--- config.mk ---
export PLATFORM = sky130hd
export DESIGN_NAME = acc_stack
export DESIGN_NICKNAME = d
export VERILOG_FILES = /design/src/rtl/acc_pkg.sv /design/src/rtl/mux_n.sv /design/src/rtl/acc_stack.sv
export SDC_FILE = /design/constraint.sdc
export NUM_CORES = 1
export LEC_CHECK = 0
export ABC_CLOCK_PERIOD_IN_PS = 6200
export CORE_AREA = 2 2 91 67
export DETAILED_ROUTE_END_ITERATION = 10
export DIE_AREA = 0 0 93 69
export GPL_TIMING_DRIVEN = 0
export MAX_ROUTING_LAYER = met4
export PLACE_DENSITY = 0.66
export SYNTH_ARGS = -nofsm -noshare
export SYNTH_HDL_FRONTEND = slang
export SYNTH_HIERARCHICAL = 1
export SYNTH_SLANG_ARGS = --single-unit
--- constraint.sdc ---
create_clock -name CLK -period 6.2 [get_ports CLK]
set_clock_uncertainty 0.2 [all_clocks]
set_input_delay 1.24 -clock CLK [delete_from_list [all_inputs] [get_ports CLK]]
set_output_delay 1.24 -clock CLK [all_outputs]
set_load 0.01 [all_outputs]
--- src/rtl/acc_pkg.sv ---
// Shared types for the accumulator/stack block: the command decoded from push/pop.
package acc_pkg;

    typedef enum logic [1:0] {
        CMD_NONE,
        CMD_PUSH,
        CMD_POP,
        CMD_SWAP
    } cmd_e;

    function automatic cmd_e decode_cmd(input logic push, input logic pop);
        cmd_e c;
        case ({push, pop})
            2'b10:   c = CMD_PUSH;
            2'b01:   c = CMD_POP;
            2'b11:   c = CMD_SWAP;
            default: c = CMD_NONE;
        endcase
        return c;
    endfunction

endpackage

--- src/rtl/mux_n.sv ---
// N-way source select; any select value past the last source falls back to source 0.
module mux_n #(
    parameter int WIDTH   = 8,
    parameter int NUM_SRC = 4,
    parameter int SELW    = $clog2(NUM_SRC)
) (
    input  logic [NUM_SRC*WIDTH-1:0] src_i,
    input  logic [SELW-1:0]          sel_i,
    output logic [WIDTH-1:0]         y_o
);

    always_comb begin
        y_o = src_i[0 +: WIDTH];
        for (int i = 1; i < NUM_SRC; i++) begin
            if (sel_i == SELW'(i))
                y_o = src_i[i*WIDTH +: WIDTH];
        end
    end

endmodule

--- src/rtl/acc_stack.sv ---
// Accumulator with source select and a DEPTH-entry save/restore stack.
// Illegal stack use sets a sticky error flag; state changes land one cycle after sampling.
module acc_stack
    import acc_pkg::*;
#(
    parameter int WIDTH   = 8,
    parameter int NUM_SRC = 4,
    parameter int DEPTH   = 4
) (
    input  logic                       CLK,
    input  logic                       RESET,
    input  logic [NUM_SRC*WIDTH-1:0]   src_data,
    input  logic [$clog2(NUM_SRC)-1:0] src_sel,
    input  logic                       acc_write,
    input  logic                       push,
    input  logic                       pop,
    input  logic                       err_clr,
    output logic [WIDTH-1:0]           acc_out,
    output logic [$clog2(DEPTH+1)-1:0] depth,
    output logic                       full,
    output logic                       empty,
    output logic                       stack_err
);

    localparam int SELW = $clog2(NUM_SRC);
    localparam int DW   = $clog2(DEPTH+1);
    localparam int AW   = (DEPTH > 1) ? $clog2(DEPTH) : 1;
    localparam logic [DW-1:0] FULL_CNT = DW'(DEPTH);

    logic [WIDTH-1:0] acc_q, acc_d;
    logic [DW-1:0]    depth_q, depth_d;
    logic             err_q, err_d;

    // Storage is rounded up to a power of two so depth-derived indices never go out of range.
    logic [WIDTH-1:0] stack_q [2**AW];

    logic [WIDTH-1:0] src_val;
    logic [AW-1:0]    push_idx, top_idx, stk_widx;
    logic [WIDTH-1:0] stk_wdata;
    logic             stk_we, err_set;
    cmd_e             cmd;

    mux_n #(
        .WIDTH   (WIDTH),
        .NUM_SRC (NUM_SRC),
        .SELW    (SELW)
    ) u_mux (
        .src_i (src_data),
        .sel_i (src_sel),
        .y_o   (src_val)
    );

    assign cmd      = decode_cmd(push, pop);
    assign full     = (depth_q == FULL_CNT);
    assign empty    = (depth_q == '0);
    assign push_idx = AW'(depth_q);
    assign top_idx  = AW'(depth_q - DW'(1));

    always_comb begin
        acc_d     = acc_q;
        depth_d   = depth_q;
        err_set   = 1'b0;
        stk_we    = 1'b0;
        stk_widx  = push_idx;
        stk_wdata = acc_q;
        case (cmd)
            CMD_NONE: begin
                if (acc_write) acc_d = src_val;
            end
            CMD_PUSH: begin
                if (acc_write) acc_d = src_val;
                if (full) begin
                    err_set = 1'b1;
                end else begin
                    stk_we  = 1'b1;
                    depth_d = depth_q + DW'(1);
                end
            end
            CMD_POP: begin
                if (empty) begin
                    err_set = 1'b1;
                end else begin
                    acc_d   = stack_q[top_idx];
                    depth_d = depth_q - DW'(1);
                end
            end
            CMD_SWAP: begin
                if (empty) begin
                    err_set = 1'b1;
                end else begin
                    acc_d    = stack_q[top_idx];
                    stk_we   = 1'b1;
                    stk_widx = top_idx;
                end
            end
            default: ;
        endcase
        err_d = err_set | (err_q & ~err_clr);
    end

    always_ff @(posedge CLK) begin
        if (RESET) begin
            acc_q   <= '0;
            depth_q <= '0;
            err_q   <= 1'b0;
        end else begin
            acc_q   <= acc_d;
            depth_q <= depth_d;
            err_q   <= err_d;
        end
    end

    always_ff @(posedge CLK) begin
        if (!RESET && stk_we)
            stack_q[stk_widx] <= stk_wdata;
    end

    assign acc_out   = acc_q;
    assign depth     = depth_q;
    assign stack_err = err_q;

endmodule

After elaboration in Yosys (flattened, before gate mapping)
Memories as Yosys holds them, arrays and structs flattened.
Cells that the tools add are included.
{"block": "word_totals", "reg_bits": 12, "ram_bits": 32, "input_bits": 40, "out_inout_bits": 14, "elab_cells": 52, "mem_count": 1}
{"name": "stack_q", "words": 4, "word_bits": 8, "rd": 1, "rd_ports_with_merged_regs": 0, "write_ports": 1, "line": "acc_stack.sv:35", "text": "logic [WIDTH-1:0] stack_q [2**AW];"}
{"block": "classes", "n_addsub": 2, "eq_ne": 14, "muxes": 20, "n_bitwise": 3, "reduce_logical": 9}
{"op": "2-to-1 mux 8 bit", "count": 5}
{"op": "case mux 8 bit (2 select lines)", "count": 1}
{"op": "== test 2 bit (second input constant)", "count": 6}
{"op": "== test 2 x 1 -> 1 bit (second input constant)", "count": 3}
{"op": "2-to-1 mux 1 bit", "count": 6}
{"op": "2-to-1 mux 3 bit", "count": 2}
{"op": "!= test 2 bit (second input constant)", "count": 3}
{"op": "case mux 2 bit (3 select lines)", "count": 1}
{"op": "case mux 3 bit (2 select lines)", "count": 1}
{"op": "2-to-1 mux 2 bit", "count": 2}
{"op": "case mux 1 bit (2 select lines)", "count": 2}
{"op": "OR reduction 2 bit", "count": 2}
{"op": "adder 3 x 1 -> 3 bit (second input constant)", "count": 1}
{"op": "== test 3 bit (second input constant)", "count": 1}
{"op": "logical NOT 3 bit", "count": 1}
{"op": "AND reduction 3 bit", "count": 1}
{"op": "subtractor 3 x 1 -> 3 bit (second input constant)", "count": 1}
{"op": "logical NOT 2 bit", "count": 1}
{"op": "!= test 2 x 1 -> 1 bit (second input constant)", "count": 1}
{"op": "AND reduction 2 bit", "count": 1}
{"op": "nonzero test 2 bit", "count": 1}
{"op": "bitwise AND 1 bit", "count": 1}
{"op": "logical AND 1 bit", "count": 1}
{"op": "logical NOT 1 bit", "count": 1}
{"op": "other kinds (2)", "count": 2}

Depth between registers and ports, before layout
{"block": "logic_depth", "word_depth": 7, "depth_mapped": 8, "ltp_nobuf": 7}

Cells and area by module
The synthesis kept the hierarchy.
{"mod": "acc_stack", "n_inst": 1, "cells_each": 158, "area_each_um2": 1964.4, "seq_area_each_um2": 1201.2}
{"mod": "mux_n", "n_inst": 1, "cells_each": 10, "area_each_um2": 196.4, "seq_area_each_um2": 0.0}

Worst setup path before layout
Ideal clock, no wire load.
{"block": "synth_path", "path_kind": "input -> register", "from": "in pop", "to": "mem stack_q[3][0], enable pin", "setup_ns": 0.373, "arrival_time_ns": 2.251, "required_ns": 5.627, "setup_slack_ns": 3.376, "cell_stages": 3, "path_buffers": 0, "path_cell_list": "or3_1 a211o_1 nor2b_1"}
{"block": "synth_between", "elab_chain_cells": 7, "elab_cells_between_ends": 11, "classes_between": "5 x eq/ne; 5 x mux; 1 x reduce/logical"}
{"item": "start: declaration", "line": "acc_stack.sv:16", "text": "input logic pop,"}
{"item": "== test 2 bit or == test 2 x 1 -> 1 bit (tied branches)", "line": "acc_pkg.sv:13", "text": "case ({push, pop})"}
{"item": "case mux 2 bit (3 select lines) *", "line": "acc_pkg.sv:13"}
{"item": "== test 2 bit or == test 2 x 1 -> 1 bit (tied branches)", "line": "acc_stack.sv:66", "text": "case (cmd)"}
{"item": "case mux 1 bit (2 select lines)", "line": "acc_stack.sv:66"}
{"item": "logical AND 1 bit", "line": "acc_stack.sv:114", "text": "if (!RESET && stk_we)"}
{"item": "2-to-1 mux 1 bit", "line": "acc_stack.sv:114"}
{"item": "2-to-1 mux 1 bit (not written as such)", "line": "acc_stack.sv:115", "text": "stack_q[stk_widx] <= stk_wdata;"}
{"item": "end: declaration", "line": "acc_stack.sv:35"}
Every way passes the cells marked *; elsewhere a longest branch is shown, timed or not.

Final worst setup path
{"block": "layout_path", "from": "in pop", "to": "mem stack_q[0][4], enable pin"}
Same word-level chain as after synthesis.

==> summary.md <==
| Metric | Value |
|---|---|
| Clk_lat worst skew | 0.29 ns |
| Total number of vias | 1547 |
| Non-Filler Cell Area, Final | 0.00286 mm² |
| Post-synth ARST share | 0% |
| Slowest cell on crit path | nor2b_1 |
| Reg-to-reg endpoint | stack_q[3][4] |
| Post-synth cell types | 40 |
| Worst VDD drop | 151 µV |
| Max Slew Vio Count | 0 |
| Worst Tran Pin Value | 0.882 ns |
| Hold Violations, Final | 0 |
| Hold crit path type | flop to flop |
| Fill cell count | 487 |
| Peak Freq | 280 MHz |
| Final period utilization | 57.6% |
| Hold-fix buffers, CTS | 0 |
| Pleak | 0.997 nW |
| Drt initial violations | 50 |
| Util after Layout | 51.7% |
| Detailed-router iteration count before antenna repair | 4 |
| Post CTS Setup Buffer Count | 0 |
| # nets final | 269 |
| Critical Path AT | 3.29 ns |
| Synth Area in Compound Gates | 7.64% |
| Worst EP required | 5.92 ns |
| Layout cells sized above 1 | 12.3% |
| Syn_nets | 211 |
| CTS max path bufs | 2 |
| Clock Sinks | 44 |
| Synth Area in Adders | 1.74% |
| DRC viols | 0 |
| Status | finished clean |
| Final wirelength | 4920 µm |
| Diode count | 0 |
| CTS tree | yes |
| Multi-input gate area | 861 µm² |
| WHS Path Cells | 0 |
| Hold Path Sink | stack_q[3][3] |
| Placed Area | 0.00277 mm² |
| Vias per inst | 5.12 |
| Gr usage total | 17.0% |
| Cts bufs inserted | 5 |
| Multiplexer share of the synthesized area | 16.7% |
| DR WL/cell | 16.3 µm |
| Finish-stage setup viols | 0 |
| Initial antenna violation count | 0 |
| Clock Pin Slew Worst Setup and Hold Paths | 0.09 ns |
| Largest family of logic cells by synthesized area | multiplexers |
| Area of the mapped netlist | 0.00216 mm² |
| PostCTS Resize Cnt | 0 |
| R2R depth | 7 |
| HPWL after DPL | 3440 µm |
| Vias in the first global route | 1553 |
| Power after layout | 0.765 mW |
| Maxcap violations | 0 |
| Most common cell after layout, fill and taps aside | clkdlybuf4s50_1 |
| Root Driver | clkbuf_8 |
| Critical Path Sink Type | flop |
| Layout Cells excl Fill | 302 |
| Seq cells post-synth | 44 |
| Synthesis Warnings | 6 |
| Commonest non-fill, non-tap cells in the layout | clkdlybuf4s50_1 (51), edfxtp_1 (32), nor3_1 (18), mux2i_1 (17), nor2_1 (14) |
| Setup TNS | 0 ns |
| Clock power share | 23.9% |
| Minimum clock period | 3.57 ns |
| IO Port Bufs | 51 |
| IO Pins | 54 |
| Routed Antenna Nets | 0 |
| Register Area | 0.00120 mm² |
| Row cnt | 23 |
| Seq pwr share | 47.6% |
| Area grow syn2layout | 32.3% |
| Hold Startpoint | acc_out[3] |
| Switch Pwr | 0.217 mW |
| Starting Density | 39.1% |
| Register-to-register setup slack | 3.30 ns |
| Slew margin rel. | 41.1% |
| Placed Instances | 294 |
| Worst R2R Start | depth[0] |
| Core area | 0.00553 mm² |
| Worst path cell trace | clkdlybuf4s50_1, clkbuf_1, a31oi_1, nor3_1, nor2b_1 |
| Net Sw Frac | 28.4% |
| PwrDens | 268 mW/mm² |
| Seq/Total Area, Yosys | 55.6% |
| Top FF cell, synth | edfxtp_1 |
| EDFF count, synth | 32 |
| First-pass GRT wire length | 8050 µm |
| Die height | 69 µm |
| Mapped Avg Cell Area | 12.9 µm² |
| CP startpoint kind | input port |
| Htree depth | 2 |
| Gate power share | 28.6% |
| GPL Wtd Cong | 0.774 |
| Largest net degree at the start of global routing | 14 |
| Xor/xnor cell area share of the yosys netlist | 0.811% |
| Setup CP Type | input port to flop |
| GRT overflow | 0 |
| Synth Instances | 168 |
| Unrepaired setup endpoints after global routing | no |
| CP max FO | 10 |
| Largest stage delay, worst path | 0.73 ns |
| Int Pwr | 0.548 mW |
| Post-Synth Simple-Gate Area | 12.9% |
| Die Width | 93 µm |
| DIE AREA | 0.00642 mm² |
-- logic make-up after synthesis --
family / after synthesis
compound gates: 22
xor+xnor: 2
fa+ha+maj: 3
buf+inv: 17
flops: 44
mux: 26
simple gates: 54
-- state kept, by name, summed over array words and instances, names as in the netlist --
signal,flops
depth,3
stack_q,32
acc_out,8
stack_err,1
-- critical path: cells and delay by family --
family	cells	cell delay, ns
and+or+nand+nor	2	0.90
buffers and inverters	2	0.99
AOI/OAI and AO/OA	1	0.14
-- per-stage QoR --
step	setup WS, ns	hold slack, ns
after detailed placement	2.29	0.320
after global placement	2.35	0.320
after global routing	2.39	0.349
after CTS	2.60	0.328
final	2.63	0.323
after floorplan	3.38	0.338
-- layer usage --
metal	up-vias	part of all wire [%]	track usage, %	wire length, µm
met4	0	0.43	4.41	21
met5	-	0	-	0
li1	753	-	-	-
met2	40	46	25.5	2270
met1	752	48	23.8	2370
met3	2	5.1	3.61	251
-- cells in the mapped netlist, types with 2 or more instances --
library cell | number | share of area [%]
clkbuf_1 | 2 | 0.35
dfxtp_1 | 12 | 11
nand2b_1 | 2 | 0.58
ha_1 | 3 | 1.7
edfxtp_1 | 32 | 44
buf_6 | 3 | 1.6
nor3_1 | 18 | 4.2
nand3_1 | 2 | 0.46
nor2_1 | 14 | 2.4
o22ai_1 | 8 | 2.3
buf_4 | 3 | 1.0
mux4_2 | 8 | 8.3
nor2b_1 | 12 | 3.5
a2bb2oi_1 | 2 | 0.81
a211oi_1 | 2 | 0.69
inv_1 | 5 | 0.87
mux2i_1 | 17 | 7.9
-- power by group through the flow --
stage               Clock, mW  Combinational [mW]  Sequential (mW)
floorplan                   0               0.127            0.372
global placement            0               0.216            0.370
detailed placement          0               0.219            0.371
CTS                     0.187               0.220            0.364
global route            0.200               0.240            0.368
finish                  0.183               0.218            0.364
-- worst max-delay path by stage --
| stage | cells after the start | to | from |
|---|---|---|---|
| floorplan | 3 | stack_q[3][0] | pop |
| global placement | 5 | stack_q[0][1] | pop |
| detailed placement | 5 | stack_q[0][1] | pop |
| CTS | 5 | stack_q[0][4] | pop |
| global route | 5 | stack_q[0][3] | pop |
| finish | 5 | stack_q[0][4] | pop |
-- cell type report --
cell class | count | area share, %
clock inverter | 2 | 0.350
inverter | 7 | 0.919
multi-input combinational | 107 | 30.1
timing repair buffer | 51 | 17.9
clock buffer | 6 | 2.89
tap | 75 | 3.28
sequential | 44 | 42.0
buffer | 10 | 2.54
No activity file was read; power rests on OpenSTA's default activity.
